[config.mk]
export PLATFORM = sky130hd
export DESIGN_NAME = regfile_mp_flat
export DESIGN_NICKNAME = d
export VERILOG_FILES = /design/src/rtl/regfile_pkg.sv /design/src/rtl/regfile_mp_if.sv /design/src/rtl/regfile_scoreboard.sv /design/src/rtl/regfile_mp.sv /design/src/flat_wrapper.sv
export SDC_FILE = /design/constraint.sdc
export NUM_CORES = 2
export LEC_CHECK = 0
export CORE_MARGIN = 2
export CORE_UTILIZATION = 35
export CTS_CLUSTER_SIZE = 25
export DETAILED_ROUTE_END_ITERATION = 12
export SYNTH_ARGS = -nofsm -noshare
export SYNTH_HDL_FRONTEND = slang
export SYNTH_SLANG_ARGS = --single-unit
[constraint.sdc]
create_clock -name clk -period 4.2 [get_ports clk]
set_input_delay 1.05 -clock clk [delete_from_list [all_inputs] [get_ports clk]]
set_output_delay 1.05 -clock clk [all_outputs]
set_load 0.1 [all_outputs]
[src/rtl/regfile_pkg.sv]
// Shared constants and the write-port arbitration helper for the multi-port register file.
package regfile_pkg;

    localparam int DATA_W_DEF = 32;
    localparam int ADDR_W_DEF = 5;
    localparam int ZERO_ADDR  = 0;
    localparam int MAX_WR     = 8;

    // Highest-index asserted bit wins; -1 means no port targets the address.
    function automatic int win_port(input logic [MAX_WR-1:0] hit);
        int w;
        w = -1;
        for (int k = 0; k < MAX_WR; k++) begin
            if (hit[k]) begin
                w = k;
            end
        end
        return w;
    endfunction

endpackage

[src/rtl/regfile_mp_if.sv]
// Read/write/scoreboard bus between the pipeline and the register file.
interface regfile_mp_if
    import regfile_pkg::*;
#(
    parameter int DATA_W = DATA_W_DEF,
    parameter int ADDR_W = ADDR_W_DEF,
    parameter int NUM_RD = 2,
    parameter int NUM_WR = 1
);

    logic [NUM_RD*ADDR_W-1:0] ra;
    logic [NUM_RD*DATA_W-1:0] rd;
    logic [NUM_RD-1:0]        rbusy;
    logic [NUM_WR-1:0]        we;
    logic [NUM_WR*ADDR_W-1:0] wa;
    logic [NUM_WR*DATA_W-1:0] wd;
    logic                     bset;
    logic [ADDR_W-1:0]        bset_addr;
    logic                     flush;

    modport master (
        output ra, we, wa, wd, bset, bset_addr, flush,
        input  rd, rbusy
    );

    modport slave (
        input  ra, we, wa, wd, bset, bset_addr, flush,
        output rd, rbusy
    );

endinterface

[src/rtl/regfile_scoreboard.sv]
// Per-register pending-write bits: set by issue, cleared by writeback or flush.
module regfile_scoreboard
    import regfile_pkg::*;
#(
    parameter int ADDR_W   = ADDR_W_DEF,
    parameter int NUM_RD   = 2,
    parameter int NUM_WR   = 1,
    parameter int ZERO_REG = 1
) (
    input  logic                     clk,
    input  logic                     rst,
    input  logic [NUM_WR-1:0]        we_i,
    input  logic [NUM_WR*ADDR_W-1:0] wa_i,
    input  logic                     bset_i,
    input  logic [ADDR_W-1:0]        bset_addr_i,
    input  logic                     flush_i,
    input  logic [NUM_RD*ADDR_W-1:0] ra_i,
    input  logic [NUM_RD-1:0]        byp_hit_i,
    output logic [NUM_RD-1:0]        rbusy_o
);

    localparam int DEPTH = 2**ADDR_W;

    logic [DEPTH-1:0] busy_q;
    logic [DEPTH-1:0] busy_d;

    // A set always beats a clear or flush on the same edge: it is a newer producer.
    always_comb begin
        busy_d = busy_q;
        for (int a = 0; a < DEPTH; a++) begin
            logic clr;
            clr = flush_i;
            for (int k = 0; k < NUM_WR; k++) begin
                if (we_i[k] && (wa_i[k*ADDR_W +: ADDR_W] == ADDR_W'(a))) begin
                    clr = 1'b1;
                end
            end
            if (bset_i && (bset_addr_i == ADDR_W'(a))) begin
                busy_d[a] = 1'b1;
            end else if (clr) begin
                busy_d[a] = 1'b0;
            end
        end
        if (ZERO_REG != 0) begin
            busy_d[ZERO_ADDR] = 1'b0;
        end
    end

    always_ff @(posedge clk or negedge rst) begin
        if (!rst) begin
            busy_q <= '0;
        end else begin
            busy_q <= busy_d;
        end
    end

    generate
        for (genvar gi = 0; gi < NUM_RD; gi++) begin : g_rbusy
            assign rbusy_o[gi] = busy_q[ra_i[gi*ADDR_W +: ADDR_W]] & ~byp_hit_i[gi];
        end
    endgenerate

endmodule

[src/rtl/regfile_mp.sv]
// Parametrised multi-port register file with same-cycle bypass and hazard scoreboard.
module regfile_mp
    import regfile_pkg::*;
#(
    parameter int DATA_W   = DATA_W_DEF,
    parameter int ADDR_W   = ADDR_W_DEF,
    parameter int NUM_RD   = 2,
    parameter int NUM_WR   = 1,
    parameter int ZERO_REG = 1,
    parameter int BYPASS   = 1
) (
    input  logic        clk,
    input  logic        rst,
    regfile_mp_if.slave bus
);

    localparam int DEPTH = 2**ADDR_W;

    logic [DATA_W-1:0] mem [DEPTH];
    logic [NUM_WR-1:0] we_act;
    logic [NUM_RD-1:0] byp_hit;

    // Writes are inert while reset is held, so nothing is forwarded either.
    assign we_act = bus.we & {NUM_WR{rst}};

    generate
        for (genvar gi = 0; gi < DEPTH; gi++) begin : g_reg
            if ((ZERO_REG != 0) && (gi == ZERO_ADDR)) begin : g_zero
                assign mem[gi] = '0;
            end else begin : g_store
                logic [MAX_WR-1:0] hit;
                int                win;
                logic [DATA_W-1:0] val_q;

                always_comb begin
                    hit = '0;
                    for (int k = 0; k < NUM_WR; k++) begin
                        hit[k] = we_act[k] && (bus.wa[k*ADDR_W +: ADDR_W] == ADDR_W'(gi));
                    end
                    win = win_port(hit);
                end

                always_ff @(posedge clk or negedge rst) begin
                    if (!rst) begin
                        val_q <= '0;
                    end else if (win >= 0) begin
                        val_q <= bus.wd[win*DATA_W +: DATA_W];
                    end
                end

                assign mem[gi] = val_q;
            end
        end

        for (genvar gi = 0; gi < NUM_RD; gi++) begin : g_rd
            logic [ADDR_W-1:0] addr;
            logic              is_zero;
            logic [MAX_WR-1:0] hit;
            int                win;
            logic [DATA_W-1:0] rd_val;

            always_comb begin
                addr    = bus.ra[gi*ADDR_W +: ADDR_W];
                is_zero = (ZERO_REG != 0) && (addr == ADDR_W'(ZERO_ADDR));
                hit     = '0;
                for (int k = 0; k < NUM_WR; k++) begin
                    if (BYPASS != 0) begin
                        hit[k] = we_act[k] && (bus.wa[k*ADDR_W +: ADDR_W] == addr);
                    end
                end
                win = win_port(hit);
                if (is_zero) begin
                    rd_val = '0;
                end else if (win >= 0) begin
                    rd_val = bus.wd[win*DATA_W +: DATA_W];
                end else begin
                    rd_val = mem[addr];
                end
            end

            assign byp_hit[gi]                   = (win >= 0) && !is_zero;
            assign bus.rd[gi*DATA_W +: DATA_W]   = rd_val;
        end
    endgenerate

    regfile_scoreboard #(
        .ADDR_W   (ADDR_W),
        .NUM_RD   (NUM_RD),
        .NUM_WR   (NUM_WR),
        .ZERO_REG (ZERO_REG)
    ) u_scoreboard (
        .clk         (clk),
        .rst         (rst),
        .we_i        (we_act),
        .wa_i        (bus.wa),
        .bset_i      (bus.bset),
        .bset_addr_i (bus.bset_addr),
        .flush_i     (bus.flush),
        .ra_i        (bus.ra),
        .byp_hit_i   (byp_hit),
        .rbusy_o     (bus.rbusy)
    );

endmodule

[src/flat_wrapper.sv]
// flat-port wrapper written by rule: the top's interface ports become plain ports
module regfile_mp_flat import regfile_pkg::*;
#(
    parameter int DATA_W   = DATA_W_DEF,
    parameter int ADDR_W   = ADDR_W_DEF,
    parameter int NUM_RD   = 2,
    parameter int NUM_WR   = 1,
    parameter int ZERO_REG = 1,
    parameter int BYPASS   = 1
)
  (clk, rst, bus_ra, bus_we, bus_wa, bus_wd, bus_bset, bus_bset_addr, bus_flush, bus_rd, bus_rbusy);
  regfile_mp_if #(.DATA_W(DATA_W), .ADDR_W(ADDR_W), .NUM_RD(NUM_RD), .NUM_WR(NUM_WR)) bus_i ();
  input  logic clk;
  input  logic rst;
  input wire logic [$bits(bus_i.ra)-1:0] bus_ra;
  input wire logic [$bits(bus_i.we)-1:0] bus_we;
  input wire logic [$bits(bus_i.wa)-1:0] bus_wa;
  input wire logic [$bits(bus_i.wd)-1:0] bus_wd;
  input wire logic [$bits(bus_i.bset)-1:0] bus_bset;
  input wire logic [$bits(bus_i.bset_addr)-1:0] bus_bset_addr;
  input wire logic [$bits(bus_i.flush)-1:0] bus_flush;
  output wire logic [$bits(bus_i.rd)-1:0] bus_rd;
  output wire logic [$bits(bus_i.rbusy)-1:0] bus_rbusy;
  assign bus_i.ra = bus_ra;
  assign bus_i.we = bus_we;
  assign bus_i.wa = bus_wa;
  assign bus_i.wd = bus_wd;
  assign bus_i.bset = bus_bset;
  assign bus_i.bset_addr = bus_bset_addr;
  assign bus_i.flush = bus_flush;
  assign bus_rd = bus_i.rd;
  assign bus_rbusy = bus_i.rbusy;
  regfile_mp #(.DATA_W(DATA_W), .ADDR_W(ADDR_W), .NUM_RD(NUM_RD), .NUM_WR(NUM_WR), .ZERO_REG(ZERO_REG), .BYPASS(BYPASS)) u_core (.clk(clk), .rst(rst), .bus(bus_i));
endmodule
Word level (Yosys, flattened, before mapping)
Index checks and enable logic that the tools add are counted.
{ "op_classes": {"mux": 140, "n_lt_le_gt_ge": 37, "shift": 33, "bitwise_logic": 7, "eq_ne": 64, "reduce_logical": 101} }
{ "ops": {"columns": ["operator", "count"], "rows": [
  ["32-bit 2-to-1 mux", 41],
  ["32-bit by 1-bit >= comparator with 1-bit output, second input constant", 33],
  ["32-bit by 32-bit variable part select with 32-bit output", 33],
  ["32-bit binary-select mux with 5-bit select", 2],
  ["5-bit == test, second input constant", 32],
  ["1-bit 2-to-1 mux", 95],
  ["5-bit by 4-bit == test with 1-bit output, second input constant", 16],
  ["1-bit logical AND", 66],
  ["2-bit nonzero test", 31],
  ["5-bit by 3-bit == test with 1-bit output, second input constant", 8],
  ["5-bit by 2-bit == test with 1-bit output, second input constant", 4],
  ["6-bit >= comparator, second input constant", 2],
  ["5-bit by 6-bit < comparator with 1-bit output, second input constant", 2],
  ["5-bit inverter with 6-bit output", 2],
  ["1-bit binary-select mux with 5-bit select", 2],
  ["5-bit by 1-bit == test with 1-bit output, second input constant", 2],
  ["5-bit == test", 2],
  ["5-bit zero test", 2],
  ["1-bit bitwise AND", 3],
  ["1-bit zero test", 2],
  ["1-bit inverter", 2]
]} }
{ "word_totals": {"output_inout_bits": 66, "ff_bits": 1023} }

Logic depth before layout (Yosys ltp)
{ "depth": {"word_depth": 7, "ltp_mapped": 10, "ltp_nobuf": 5} }

Cells and area by module
A second synthesis with hierarchy kept.
{ "hier_totals": {"cells_unflattened": 4278, "area_unflattened_um2": 56057.5} }
{ "modules_own_cells": {"columns": ["module", "n_inst", "area_per_inst_um2", "cells_per_inst"], "rows": [
  ["regfile_mp", 1, 54081.9, 4084],
  ["regfile_scoreboard", 1, 1975.6, 194]
]} }

Worst setup path after synthesis
No wires, ideal clock.
{ "synth_path": {"kind": "input-to-output", "start": "input bus_ra[1]", "end": "output bus_rd[10]", "setup_slack_ps": -2140, "required_time_ps": 3150, "stages": 8, "arrival_time_ps": 5290, "cell_sequence": "buf_2 -> nor2b_1 -> buf_2 -> clkbuf_1 -> a22o_1 -> mux4_2 -> nor2_1 -> o41ai_1"} }
{ "synth_via": {"elab_chain_cells": 6, "word_cells_on_any_way": 12, "classes_between": "order compare (1); eq/ne (1); shift (1); mux (6); bitwise (1); reduce/logical (2)"} }
{ "synth_lines": {"columns": ["element", "line", "rtl"], "rows": [
  ["from (decl)", "flat_wrapper.sv:15", "input wire logic [$bits(bus_i.ra)-1:0] bus_ra;"],
  ["5-bit == test or 5-bit inverter with 6-bit output (tied branches)", "regfile_mp.sv:68, regfile_mp.sv:77", null],
  ["1-bit logical AND or 32-bit binary-select mux with 5-bit select (tied branches)", "regfile_mp.sv:68, regfile_mp.sv:77", null],
  ["32-bit 2-to-1 mux, on equally long branches", "regfile_pkg.sv:14, regfile_mp.sv:77", null],
  ["32-bit by 1-bit >= comparator with 1-bit output (tied with other cells)", "regfile_mp.sv:74", "end else if (win >= 0) begin"],
  ["32-bit 2-to-1 mux", "regfile_mp.sv:74", null],
  ["32-bit 2-to-1 mux *", "regfile_mp.sv:72", "if (is_zero) begin"],
  ["to (decl)", "flat_wrapper.sv:22", "output wire logic [$bits(bus_i.rd)-1:0] bus_rd;"]
]} }
Every way passes the cells marked *; elsewhere a longest branch is shown, timed or not. The select of a mux whose other input is x is not followed.

Worst setup path after layout
{ "layout_path": {"start": "input bus_wa[2]", "end": "output bus_rd[35]"} }
{ "layout_via": {"elab_chain_cells": 6, "word_cells_on_any_way": 7, "classes_between": "order compare (1); eq/ne (1); shift (1); mux (3); reduce/logical (1)"} }
{ "layout_lines": {"columns": ["element", "line", "rtl"], "rows": [
  ["from (decl)", "flat_wrapper.sv:17", "input wire logic [$bits(bus_i.wa)-1:0] bus_wa;"],
  ["5-bit == test *", "regfile_mp.sv:68", "hit[k] = we_act[k] && (bus.wa[k*ADDR_W +: ADDR_W] == addr);"],
  ["1-bit logical AND *", "regfile_mp.sv:68", null],
  ["32-bit 2-to-1 mux *", "regfile_pkg.sv:14", "if (hit[k]) begin"],
  ["32-bit by 1-bit >= comparator with 1-bit output or 32-bit by 32-bit variable part select with 32-bit output (tied branches)", "regfile_mp.sv:74, regfile_mp.sv:75", null],
  ["32-bit 2-to-1 mux *", "regfile_mp.sv:74", null],
  ["32-bit 2-to-1 mux *", "regfile_mp.sv:72", null]
]} }
Every way passes the cells marked *; elsewhere a longest branch is shown, timed or not.

==> impl_metrics.yaml <==
global_route:
  gr-total-overflow: 0
  track_usage_pct: 23.4
  antenna_found_initial: 1
  grt_pass1_vias: 39500
  grt_max_degree: 168
  grt_first_pass_wirelength_um: 282000
yosys:
  ys_ff_latch: 1023
  synth_edf_count: 0
  yosysSeqAreaShare_pct: 45.7
  yosysWarnings: 0
  netlist_area_um2: 56000
  synth_flop_cell: "dfrtp_1"
  synth_cell_types: 57
  async_flop_share_pct: 100
  syn_nets: 4093
  syn_inst: 4036
  avgSynthCellArea_um2: 13.9
worst_setup_path:
  path_common_cell: "buf_4"
  critPathBufInv: 4
  reg2regPathDepth: 1
  critPathMaxStageDelay_ps: 600
  critPathTopFamily: "buffers and inverters"
  crit_chain: "dlygate4sd2_1 -> xnor2_1 -> nand2b_1 -> or4_4 -> buf_4 -> nand2_4 -> buf_4 -> o31ai_4 -> buf_12"
  required_ps: 3150
  cp-start-kind: "input pin"
  worstSetupPathType: "in -> out"
  critPathMaxFanout: 4
  end_kind: "output port"
  slowest_stage: "or4_4"
  arrival_ps: 3160
  cp.depth: 9
sta:
  fin_skew_ps: 0
  finalSetupViolations: 2
  rsz0062_at_grt: "yes"
  slew_viol_final: 0
  worst_slew_pin_slew_ps: 1100
  hold_violations: 0
  period_share_pct: 100
  fin_crit_ps: 4210
  setup_ws_ps: -9.26
  whs_ps: 380
  relSlewSlack_pct: 26.6
  clock.fmax_ghz: 0.238
clock_tree:
  numCtsBuffers: 113
  ctsHoldBuffers: 0
  cts_tree: "built"
  cts_sinks: 1023
  clockRootBuffer: "clkbuf_16"
  cts_buffer_depth: 3
  cts.clk_slew.worst_paths_ps: 60
  clkLatencyLatePin_ps: 740
  cts.htree.levels: 3
final_layout:
  syn2layout_area_growth_pct: 22.0
  drive_above_1_share_pct: 51.5
  most-common-layout-cells: "mux2_2 (1044), dfrtp_1 (1023), mux4_2 (337)"
  mostFrequentLayoutCell: "mux2_2"
  nets: 4335
routing:
  first_pass_iters: 5
  drt-total-wl_um: 193000
  antenna_left: 0
  wl_per_cell_um: 29.9
  via_count: 38600
  first_iter_violations: 3316
  drc: 0
  vias_per_cell: 5.99
power:
  max-vdd-ir-drop_mv: 0.358
  leakagePower_nw: 30.0
  power_density_nw_per_um2: 411
  power_w: 0.0281
floorplanning:
  num_rows: 146
  die_x_um: 404
  initial_core_util_pct: 35.3
  dieArea_um2: 163000
  core_um2: 159000
  die_y_um: 404
  boundaryPins: 123
run_status:
  violations: "negative setup slack"
  status: "finished with violations"
placed_design:
  gp_congestion: 0.844
  hpwl_um: 122000
  io_buffers: 122
run:
  cap_viol_max_count: 0
hold_path:
  hold_path.class: "in -> async"
path summary, 6_finish.rpt:
path / start / to / slack, ps
worst max-delay path: bus_wa[2] / bus_rd[35] / -9
worst max register to register: u_core.g_reg[24].g_store.val_q[22] / u_core.g_reg[24].g_store.val_q[22] / 3360
min in group clk: u_core.g_reg[24].g_store.val_q[30] / u_core.g_reg[24].g_store.val_q[30] / 520
max in group asynchronous: rst / u_core.g_reg[21].g_store.val_q[4] / 1520
worst min-delay path: rst / u_core.g_reg[17].g_store.val_q[1] / 380
worst min register to register: u_core.g_reg[24].g_store.val_q[30] / u_core.g_reg[24].g_store.val_q[30] / 520
Yosys cell counts, drive strengths merged (21+ instances only):
library cell / n / area, um^2
a211oi: 25 / 188
a22o: 52 / 455
o31ai: 30 / 225
clkbuf: 207 / 777
nand3: 30 / 150
o22ai: 118 / 738
a22oi: 21 / 158
nor3: 62 / 315
mux2i: 323 / 3230
nor2: 61 / 292
dfrtp: 1023 / 25600
a221oi: 42 / 368
o41ai: 32 / 445
inv: 23 / 86.3
nand2: 150 / 563
mux4: 337 / 7590
a21oi: 24 / 120
o21ai: 23 / 115
mux2: 1060 / 11900
buf: 228 / 1370
o221ai: 29 / 254
flip-flops by register name, summed over array words and instances, names as in the netlist:
name and flops:
u_core.g.g_store.val_q 992, u_core.u_scoreboard.busy_q 31
per-layer routing:
| layer | up-vias | part of all wire (%) | global-route usage, % |
|---|---|---|---|
| met3 | 361 | 6.4 | 3.72 |
| li1 | 16000 | - | - |
| met1 | 20800 | 43 | 32.4 |
| met4 | 0 | 3.7 | 8.76 |
| met2 | 1466 | 47 | 37.1 |
| met5 | - | 0 | 0 |
layout make-up:
cell class,instances,area [um^2]
clock inverter,26,324
timing repair buffer,562,6790
tap,2072,2590
multi-input combinational,2555,29500
inverter,23,86.3
clock buffer,179,3380
sequential,1023,25600
fill,14400,90300
antenna,1,2.50
timing repair:
action / in CTS / in global routing
setup buffers: 8 / 21
cloned: 0 / 3
resized for setup: 28 / 22
pin swaps: 9 / 8
endpoints found under the setup margin: 65 / 38
where the power goes:
| group | internal, W | switching [W] |
|---|---|---|
| logic | 0.00308 | 0.00283 |
| clock network | 0.00589 | 0.00421 |
| registers | 0.0111 | 0.000942 |
| total | 0.0201 | 0.00798 |
cells by family (layout without fill, tap and decap cells):
logic type             Yosys count  count (layout)  synth area share (%)
other                            0               1                     0
buffers and inverters          458             790                  3.99
flip-flops                    1023            1023                  45.7
AND/OR/NAND/NOR                390             390                  3.40
XOR/XNOR                        10              10                 0.156
AO/OA/AOI/OAI                  435             435                  6.06
multiplexers                  1720            1720                  40.7
metrics by stage:
stage / setup TNS, ps / instances / util, % / setup slack (ps) / cell area (um^2)
floorplan: -3350 / 4036 / - / -136 / 57200
global placement: -14470 / 6203 / 40.4 / -354 / 64100
detailed placement: -13360 / 6203 / 40.4 / -315 / 64100
CTS: 0 / 6416 / 42.8 / 6.04 / 67900
global route: -129 / 6441 / 43.1 / -28.2 / 68300
finish: -11.1 / 6441 / 43.1 / -9.26 / 68300
No activity file was read; power rests on OpenSTA's default activity.
